--- src/rtl/morse_seq_pkg.sv ---
// morse_seq_pkg: shared state type, code field layout and Morse unit lengths
package morse_seq_pkg;
    typedef enum logic [2:0] {IDLE, ARM, MARK, SPACE, CGAP, WGAP, HOLD} state_t;
    localparam int LEN_MSB = 7;
    localparam int LEN_LSB = 5;
    localparam int PAT_W = 5;
    localparam int DIT_U = 1;
    localparam int DAH_U = 3;
    localparam int EGAP_U = 1;
    localparam int CGAP_U = 2;
    localparam int WGAP_U = 4;
endpackage

--- src/rtl/morse_msg_sequencer.sv ---
// morse_msg_sequencer: memory-keyer playback of coded characters, paced by the dit strobe
// Define FARNSWORTH_EN to stretch character/word gaps by farns_extra_i units.
module morse_msg_sequencer
    import morse_seq_pkg::*;
#(
    parameter int HOLDOFF_UNITS = 7,
    parameter int CNT_W = 4
) (
    input  logic       clk_i,
    input  logic       rstn_i,
    input  logic       tick_i,
    input  logic       char_valid_i,
    input  logic [7:0] char_data_i,
    output logic       char_ready_o,
    input  logic       manual_active_i,
    input  logic [3:0] farns_extra_i,
    output logic       key_o,
    output logic       busy_o,
    output logic       aborted_o,
    output logic       code_err_o
);
    // Wide enough for the longest stretched word gap (4 + 2*15).
    localparam int CW = (CNT_W < 6) ? 6 : CNT_W;
    state_t state;
    logic [CW-1:0] cnt;
    logic [PAT_W-1:0] sr;
    logic [2:0] rem;
    logic run;
    logic [2:0] len;
    logic [CW-1:0] cgap_n;
    logic [CW-1:0] wgap_n;
    assign len = char_data_i[LEN_MSB:LEN_LSB];
    assign busy_o = state != IDLE;
    assign char_ready_o = run && state == IDLE && !manual_active_i;
`ifdef FARNSWORTH_EN
    logic [3:0] fx;
    always_ff @(posedge clk_i or negedge rstn_i) begin
        if (!rstn_i)
            fx <= '0;
        else if (char_valid_i && char_ready_o)
            fx <= farns_extra_i;
    end
    assign cgap_n = CW'(CGAP_U) + CW'(fx);
    assign wgap_n = CW'(WGAP_U) + CW'({fx, 1'b0});
`else
    logic unused_farns;
    assign unused_farns = ^farns_extra_i;
    assign cgap_n = CW'(CGAP_U);
    assign wgap_n = CW'(WGAP_U);
`endif
    always_ff @(posedge clk_i or negedge rstn_i) begin
        if (!rstn_i) begin
            state <= IDLE;
            cnt <= '0;
            sr <= '0;
            rem <= '0;
            run <= 1'b0;
            key_o <= 1'b0;
            aborted_o <= 1'b0;
            code_err_o <= 1'b0;
        end else begin
            run <= 1'b1;
            aborted_o <= 1'b0;
            code_err_o <= 1'b0;
            if (manual_active_i && state != IDLE && state != HOLD) begin
                state <= HOLD;
                cnt <= CW'(HOLDOFF_UNITS);
                sr <= '0;
                rem <= '0;
                key_o <= 1'b0;
                aborted_o <= 1'b1;
            end else begin
                case (state)
                    IDLE: begin
                        if (manual_active_i) begin
                            state <= HOLD;
                            cnt <= CW'(HOLDOFF_UNITS);
                        end else if (char_valid_i && run) begin
                            if (len > 3'd5) begin
                                code_err_o <= 1'b1;
                            end else begin
                                sr <= char_data_i[PAT_W-1:0];
                                rem <= len;
                                state <= ARM;
                            end
                        end
                    end
                    ARM: begin
                        if (tick_i && rem == 3'd0) begin
                            state <= WGAP;
                            cnt <= wgap_n;
                        end else if (tick_i) begin
                            state <= MARK;
                            key_o <= 1'b1;
                            cnt <= sr[0] ? CW'(DAH_U) : CW'(DIT_U);
                        end
                    end
                    MARK: begin
                        if (tick_i && cnt <= CW'(1)) begin
                            state <= SPACE;
                            key_o <= 1'b0;
                            cnt <= CW'(EGAP_U);
                        end else if (tick_i) begin
                            cnt <= cnt - CW'(1);
                        end
                    end
                    SPACE: begin
                        if (tick_i && cnt <= CW'(1) && rem > 3'd1) begin
                            state <= MARK;
                            key_o <= 1'b1;
                            sr <= sr >> 1;
                            rem <= rem - 3'd1;
                            cnt <= sr[1] ? CW'(DAH_U) : CW'(DIT_U);
                        end else if (tick_i && cnt <= CW'(1)) begin
                            state <= CGAP;
                            sr <= '0;
                            rem <= '0;
                            cnt <= cgap_n;
                        end else if (tick_i) begin
                            cnt <= cnt - CW'(1);
                        end
                    end
                    CGAP, WGAP: begin
                        if (tick_i && cnt <= CW'(1)) begin
                            state <= IDLE;
                            cnt <= '0;
                        end else if (tick_i) begin
                            cnt <= cnt - CW'(1);
                        end
                    end
                    HOLD: begin
                        if (manual_active_i) begin
                            cnt <= CW'(HOLDOFF_UNITS);
                        end else if (tick_i && cnt <= CW'(1)) begin
                            state <= IDLE;
                            cnt <= '0;
                        end else if (tick_i) begin
                            cnt <= cnt - CW'(1);
                        end
                    end
                    default: state <= IDLE;
                endcase
            end
        end
    end
endmodule

--- config.mk ---
export PLATFORM = sky130hd
export DESIGN_NAME = morse_msg_sequencer
export DESIGN_NICKNAME = d
export VERILOG_FILES = /design/src/rtl/morse_seq_pkg.sv /design/src/rtl/morse_msg_sequencer.sv
export SDC_FILE = /design/constraint.sdc
export NUM_CORES = 1
export LEC_CHECK = 0
export ABC_AREA = 1
export BUFFER_PORTS_ARGS = -buffer_cell sky130_fd_sc_hd__buf_2
export CORE_AREA = 5 5 59 87
export CTS_BUF_LIST = sky130_fd_sc_hd__clkbuf_16
export DETAILED_ROUTE_END_ITERATION = 10
export DIE_AREA = 0 0 64 92
export SYNTH_ARGS = -nofsm -noshare
export SYNTH_HDL_FRONTEND = slang
export SYNTH_SLANG_ARGS = --single-unit
--- constraint.sdc ---
create_clock -name clk_i -period 1.9 [get_ports clk_i]
set_clock_uncertainty 0.1 [all_clocks]
set_input_delay 0.19 -clock clk_i [delete_from_list [all_inputs] [get_ports clk_i]]
set_output_delay 0.19 -clock clk_i [all_outputs]
set_load 0.005 [all_outputs]
# == Word-level counts from Yosys, hierarchy flattened ==
# Cells that the tools add are included.
# classes
n_addsub,2
n_lt_le_gt_ge,3
eq_ne,20
mux,51
reduce_logical,20
# op_table
cell,n
$mux W6,10
$mux W3,17
$pmux W6 S6,1
$mux W5,6
$ne A3 B3 Y1 const B,7
$pmux W3 S6,1
$ne A4 B4 Y1 const B,3
$mux W1,11
$pmux W5 S2,1
$reduce_and A5 Y1,2
$eq A3 B3 Y1 const B,3
$logic_and A1 B1 Y1,8
$reduce_bool A7 Y1,1
$eq A3 B2 Y1 const B,2
$le A6 B1 Y1 const B,1
$logic_not A3 Y1,2
$ne A3 B2 Y1 const B,2
$pmux W3 S2,1
$reduce_and A6 Y1,1
$reduce_bool A3 Y1,2
$sub A6 B1 Y6 const B,1
$mux W2,2
$ne A4 B2 Y1 const B,1
$reduce_bool A4 Y1,1
other kinds (9),9
# totals
regBits,21
input_bits,17

# == Logic depth before layout (Yosys ltp) ==
# Gate-level depths: netlist of run 1.
# logic_depth
ltp_word,6
ltp_mapped,13
depth_no_buf,13

# == Worst setup path after synthesis of run 1 ==
# Ideal clock, no wire load.
# synth_timing
kind,reg2reg
from,register cnt[0]
to,register sr[4]
t_arrival_ps,1348
slack_ps,331
path_stages_with_launch,12
path_buffers,0
path_cell_list,dfrtp_1 inv_1 ha_1 nor2_1 nor2_1 nand2_1 nand2_2 inv_2 nand2_2 nand3_4 nand2_1 o21ai_1
# synth_via
elab_chain_len,6
word_cells_on_any_way,8
cone_classes,order compare (1); eq/ne (1); mux (3); reduce/logical (3)
# synth_rtl
item,line,text
start: declaration,morse_msg_sequencer.sv:25,logic [CW-1:0] cnt;
start signal: assignment,morse_msg_sequencer.sv:67,cnt <= CW'(HOLDOFF_UNITS);
start signal: assignment,morse_msg_sequencer.sv:77,cnt <= CW'(HOLDOFF_UNITS);
start signal: assignment,morse_msg_sequencer.sv:91,cnt <= wgap_n;
$le A6 B1 Y1 *,"morse_msg_sequencer.sv:108, morse_msg_sequencer.sv:114",
$logic_and A1 B1 Y1 *,"morse_msg_sequencer.sv:108, morse_msg_sequencer.sv:114",
$logic_and A1 B1 Y1,morse_msg_sequencer.sv:108,if (tick_i && cnt <= CW'(1) && rem > 3'd1) begin
$mux W5,morse_msg_sequencer.sv:108,
$pmux W5 S2,morse_msg_sequencer.sv:73,case (state)
$mux W5,morse_msg_sequencer.sv:65,if (manual_active_i && state != IDLE && state != HOLD) begin
end signal: assignment,morse_msg_sequencer.sv:82,sr <= char_data_i[PAT_W-1:0];
end signal: assignment,morse_msg_sequencer.sv:111,sr <= sr >> 1;
end: declaration,morse_msg_sequencer.sv:26,logic [PAT_W-1:0] sr;
# Every way passes the cells marked *; elsewhere a longest branch is shown, timed or not.
# A chain may end at the register's enable or synchronous reset.

# == Worst setup path in the final report of run 1 ==
# layout_timing
from,register cnt[0]
to,register sr[0]
# The elaborated chain is that of the path after synthesis.

==> flow_summary.json, run 1 <==
{
  "firstDrtPassIters": 4,
  "grt_usage_pct": 14.0,
  "grt_pass1_vias": 1571,
  "synth_fa_ha_area_share_pct": 3.82,
  "tns_ns": 0,
  "fin_ws_ns": 0.160,
  "clk_latency_ns": 0.25,
  "holdPathStages": 3,
  "cts_made_buffers": 3,
  "place_area_um2": 1780,
  "cts_root_buf": "clkbuf_16",
  "grt_max_degree": 22,
  "syn_to_final_growth_pct": 14.1,
  "diodes": 0,
  "fin_crit_ns": 1.74,
  "vias": 1529,
  "arrival_ns": 1.78,
  "dpl.hpwl_mm": 3.02,
  "hp-start": "char_valid_i",
  "grt_setup_unrepaired": "no",
  "clock_path_buffers": 2,
  "dieArea_um2": 5890,
  "holdPathEnd": "code_err_o$_DFF_PN0_",
  "gr-total-overflow": 0,
  "rr_startpoint": "cnt[0]$_DFFE_PN0P_",
  "synthArstFlopShare_pct": 100,
  "wl_per_cell_um": 12.3,
  "hp-class": "in -> reg",
  "die_h_um": 92,
  "final_common_cell": "nand2_1",
  "synth-edff-count": 0,
  "path_clk_slew_ns": 0.06,
  "required_ns": 1.94,
  "timing.final.crit_share_pct": 91.6,
  "postSynth.topFlopCell": "dfrtp_1",
  "portBuffers": 17,
  "synthesis.area_um2": 1640,
  "ir_drop_mv": 0.759,
  "outcome": "complete, no violations",
  "antenna_found_initial": 0,
  "slew_headroom_pct": 66.3,
  "path_cells": "inv_1 > ha_1 > nor2_1 > nor2_1 > nand2_2 > nand2_2 > inv_2 > nand2_2 > nand3_4 > nand2_1 > nand2_1",
  "cp-end-kind": "register",
  "layout_common_cells": "nand2_1 (77), nor2_1 (30), nand3_1 (25)",
  "syn_area_per_cell_um2": 6.75,
  "nNetsFinal": 287,
  "gp_congestion": 0.838,
  "synth-seq-cells": 21,
  "synth_compound_area_share_pct": 5.50,
  "synth_fp_nets": 265,
  "muxShareOfSynthArea_pct": 0,
  "timing.fmax_ghz": 0.575,
  "cap_violations": 0,
  "synth_top_family_by_area": "simple AND/OR/NAND/NOR gates",
  "cts_tree": "done",
  "yosysSeqAreaShare_pct": 32.1,
  "cp_slowest_cell": "dfrtp_1",
  "drcViolationCount": 0,
  "powerDensity_nw_per_um2": 1530,
  "final_layout_size_suffix_gt1_share_pct": 19.7,
  "ios": 22,
  "post-place-ws_ns": 0.112,
  "core-area_um2": 4250,
  "yosys_warnings": 0,
  "via_per_inst": 4.93,
  "path_class": "reg -> reg",
  "synth_xor_area_share_pct": 2.67,
  "finalCoreUtilization_pct": 44.1,
  "die_w_um": 64,
  "initial_core_util_pct": 38.6,
  "reg2regPathDepth": 11,
  "critPathMaxStageDelay_ns": 0.41,
  "critPathMostFrequentCell": "nand2_2",
  "htree_levels": 1,
  "startpoint_type": "register",
  "syn_inst": 243,
  "p_leak_uw": 0.00102,
  "final_max_slew_viol_count": 0,
  "grt_pass1_wl_mm": 6.71,
  "max_slew.worst_pin.slew_ns": 0.505,
  "first_iter_violations": 30,
  "hold_viol_final": 0,
  "cp_max_fo": 9,
  "rr_endpoint": "sr[0]$_DFFE_PN0P_",
  "ant_nets": 0,
  "r2r_setup_slack_ns": 0.16,
  "final_cell_area_um2": 1870,
  "synth_cell_types": 27,
  "finalWirelength_mm": 3.82,
  "final-setup-viol-count": 0,
  "tritoncts_num_sinks": 21,
  "rows": 29,
  "synthSimpleGateAreaFrac_pct": 47.6
}
[layer usage]
layer  vias up  wire [µm]  GRT usage (%)
met3         7         74           1.71
met5         -          0              0
met2        16       2150           27.2
li1        818          -              -
met4         0         75           5.89
met1       688       1520           14.6
[Yosys cell counts, types with 4 or more instances]
| master | instances | area share, % |
|---|---|---|
| dfrtp_1 | 21 | 32 |
| ha_1 | 5 | 3.8 |
| inv_1 | 20 | 4.6 |
| inv_2 | 7 | 1.6 |
| nand2_1 | 78 | 18 |
| nand3_1 | 25 | 7.6 |
| nand4_1 | 10 | 3.8 |
| nor2_1 | 30 | 6.9 |
| nor2_2 | 5 | 1.9 |
| o21ai_0 | 4 | 1.2 |
| xor2_1 | 5 | 2.7 |
[cell families (layout without fill, tap and decap cells)]
logic type / Yosys count / count (layout)
buffers and inverters: 32 / 53
adder cells (fa/ha/maj): 5 / 5
AND/OR/NAND/NOR: 164 / 164
other: 1 / 1
XOR/XNOR: 5 / 5
AO/OA/AOI/OAI: 15 / 15
flip-flops: 21 / 21
[flip-flops by register name, summed over array words and instances (netlist names)]
register	cells
aborted_o	1
cnt	6
code_err_o	1
key_o	1
rem	3
run	1
sr	5
state	3
[critical path, delay by kind of cell (launching register included)]
| kind | cells | cell delay (ns) |
|---|---|---|
| buf+inv | 2 | 0.14 |
| fa+ha+maj | 1 | 0.19 |
| flops | 1 | 0.41 |
| simple gates | 8 | 0.79 |
[timing repair]
action                                  4_1_cts  5_1_grt
resized for setup                             0        1
endpoints found under the hold margin        21        0
setup buffers                                 0        0
endpoints found under the setup margin        0        8
hold buffers                                  1        0
[layout make-up]
type | count | area (µm²)
Clock buffer | 3 | 75.1
Fill cell | 458 | 2370
Clock inverter | 1 | 3.75
Timing Repair Buffer | 22 | 125
Sequential cell | 21 | 526
Tap cell | 46 | 57.6
Multi-Input combinational cell | 190 | 982
Inverter | 27 | 101
[worst max-delay path by stage]
| stage | start | to | cells past startpoint |
|---|---|---|---|
| 6_report | cnt[0]$_DFFE_PN0P_ | sr[0]$_DFFE_PN0P_ | 11 |
| 4_1_cts | cnt[0]$_DFFE_PN0P_ | sr[0]$_DFFE_PN0P_ | 11 |
| 5_1_grt | cnt[1]$_DFFE_PN0P_ | sr[0]$_DFFE_PN0P_ | 11 |
| 3_5_place_dp | cnt[0]$_DFFE_PN0P_ | sr[0]$_DFFE_PN0P_ | 11 |
| 2_1_floorplan | cnt[0]$_DFFE_PN0P_ | sr[4]$_DFFE_PN0P_ | 11 |
| 3_3_place_gp | cnt[1]$_DFFE_PN0P_ | rem[1]$_DFFE_PN0P_ | 11 |
[stage by stage]
step           std cells  hold slack, ns  total power [µW]
6_report             310          0.0909              2860
5_1_grt              310           0.113              3180
4_1_cts              310          0.0910              2900
3_5_place_dp         305          0.0906              2430
3_3_place_gp         305          0.0897              2430
2_1_floorplan        243          -0.206              2040
[report_power, final]
group | internal [µW] | switching [µW] | total (µW)
combinational | 575 | 1070 | 1650
sequential | 605 | 163 | 768
clock | 281 | 170 | 450
Power figures use the tool's default switching activity.
==> run 2: changes to the inputs <==
--- a/config.mk
+++ b/config.mk
@@ -7,10 +7,13 @@
 export LEC_CHECK = 0
 export ABC_AREA = 1
 export BUFFER_PORTS_ARGS = -buffer_cell sky130_fd_sc_hd__buf_2
+export CELL_PAD_IN_SITES_DETAIL_PLACEMENT = 1
+export CELL_PAD_IN_SITES_GLOBAL_PLACEMENT = 1
 export CORE_AREA = 5 5 59 87
 export CTS_BUF_LIST = sky130_fd_sc_hd__clkbuf_16
 export DETAILED_ROUTE_END_ITERATION = 10
 export DIE_AREA = 0 0 64 92
+export PLACE_DENSITY_LB_ADDON = 0.1
 export SYNTH_ARGS = -nofsm -noshare
 export SYNTH_HDL_FRONTEND = slang
 export SYNTH_SLANG_ARGS = --single-unit
==> flow_summary.json, run 2 (synthesis results as in run 1) <==
{
  "final_max_slew_viol_count": 0,
  "grt_pass1_wl_mm": 7.82,
  "gr-total-overflow": 0,
  "finalCoreUtilization_pct": 45.2,
  "routedLengthMet1_mm": 2.01,
  "tns_ns": 0,
  "finalWirelength_mm": 4.67,
  "critPathMaxStageDelay_ns": 0.37,
  "hp-class": "in -> reg",
  "ir_drop_mv": 0.823,
  "cts_tree": "done",
  "grt_setup_unrepaired": "no",
  "p_leak_uw": 0.00105,
  "routed-wl-met3_um": 77,
  "layout_common_cells": "nand2_1 (77), nor2_1 (29), nand3_1 (25)",
  "nNetsFinal": 293,
  "cts_made_buffers": 3,
  "fin_cells": 316,
  "startpoint_type": "register",
  "rows": 29,
  "htree_levels": 1,
  "timing.final.crit_share_pct": 93.0,
  "outcome": "complete, no violations",
  "path_class": "reg -> reg",
  "wl_per_cell_um": 14.8,
  "cts_root_buf": "clkbuf_16",
  "hold_viol_final": 0,
  "final_layout_size_suffix_gt1_share_pct": 22.6,
  "cp_slowest_cell": "dfrtp_1",
  "slew_headroom_pct": 64.7,
  "place_area_um2": 1790,
  "drcViolationCount": 0,
  "powerDensity_nw_per_um2": 1560,
  "final-setup-viol-count": 0,
  "portBuffers": 17,
  "multi_input_area_um2": 985,
  "syn_to_final_growth_pct": 17.2,
  "critPathMostFrequentCell": "nand2_1",
  "core-area_um2": 4250,
  "final_common_cell": "nand2_1",
  "cp-end-kind": "register",
  "top_regs": "cnt: 6 flops, sr: 5 flops",
  "arrival_ns": 1.81,
  "ant_nets": 0,
  "via_per_inst": 5.13,
  "dp_cells": 306,
  "grt_pass1_vias": 1675,
  "final_cell_area_um2": 1920,
  "initial_core_util_pct": 38.6,
  "first_iter_violations": 72,
  "dpl.hpwl_mm": 3.56,
  "grt_max_degree": 22,
  "die_w_um": 64,
  "cp_max_fo": 7,
  "max_slew.worst_pin.slew_ns": 0.530,
  "antenna_found_initial": 0,
  "dr_wl_met2_mm": 2.52,
  "vias": 1621,
  "fillers": 568,
  "fin_crit_ns": 1.77,
  "grt_usage_pct": 16.5,
  "regMostFlops": "cnt",
  "die_h_um": 92,
  "hold-worst-slack_ns": 0.101,
  "path_clk_slew_ns": 0.06,
  "register_area_um2": 528,
  "cap_violations": 0,
  "path_cells": "inv_1 > ha_1 > inv_1 > nand2_1 > nand2_1 > nor2_4 > nand2_1 > nand2_1 > nand2_1 > nand2_1 > nand2_1 > nand2_1 > nand2_1",
  "dieArea_um2": 5890,
  "diodes": 0,
  "largest_reg_flops": 6,
  "topRoutingLayerUsed": "met4",
  "timing.fmax_ghz": 0.566,
  "ios": 22,
  "firstDrtPassIters": 4,
  "clk_latency_ns": 0.26,
  "clock_path_buffers": 2,
  "gp_congestion": 0.806,
  "required_ns": 1.95,
  "tritoncts_num_sinks": 21
}
## run 2: changes by cell type in the layout (fill, tap and decap cells not counted)
cell     delta
dfrtp_2     +2
nor2_1      -1
nor2_2      +1
dfrtp_1     -2
buf_4       +6
## run 2: worst max-delay path, delay by kind of cell (launching register included)
kind,cells,cell delay [ns]
and+or+nand+nor,10,0.80
adders and majority gates,1,0.20
buffers and inverters,2,0.18
DFF,1,0.37
## run 2: worst paths after layout
path	start	endpoint	slack [ns]	cells past startpoint
setup reg to reg	cnt[1]$_DFFE_PN0P_	key_o$_DFFE_PN0P_	0.13	13
setup / recovery	cnt[1]$_DFFE_PN0P_	key_o$_DFFE_PN0P_	0.13	13
hold / removal	char_data_i[4]	sr[4]$_DFFE_PN0P_	0.10	3
max in group asynchronous	rstn_i	state[0]$_DFFE_PN0P_	0.97	2
hold reg to reg	sr[3]$_DFFE_PN0P_	sr[3]$_DFFE_PN0P_	0.40	2
min in group asynchronous	rstn_i	state[2]$_DFFE_PN0P_	0.35	2
## run 2: per-layer routing
layer | up-vias | global-route usage [%]
li1 | 828 | -
met1 | 770 | 18.9
met2 | 16 | 31.3
met3 | 7 | 1.96
met4 | 0 | 4.33
met5 | - | 0
## run 2: what timing repair did
action	4_1_cts	5_1_grt
gates resized for setup	0	4
endpoints found under the hold margin	21	0
hold buffers	1	0
buffers inserted	0	5
setup endpoints to repair	0	12
## run 2: area by class of cell
class / instances / area share [%]
clock inverter: 1 / 0.195
sequential: 21 / 27.5
clock buffer: 3 / 3.91
timing repair buffer: 28 / 8.86
tap: 46 / 3.00
inverter: 27 / 5.28
multi-input combinational: 190 / 51.3
## run 2: through the flow
stage | setup slack, ns | power (µW)
finish | 0.133 | 3000
global route | 0.00753 | 3300
CTS | 0.0976 | 3000
detailed placement | 0.109 | 2510
global placement | 0.135 | 2470
floorplan | 0.331 | 2040
## run 2: power by group
group          switching, µW  total [µW]  leakage (µW)  internal [µW]
Sequential               174         784      0.000261            609
Combinational           1150        1760      0.000744            603
Clock                    182         463     0.0000423            281
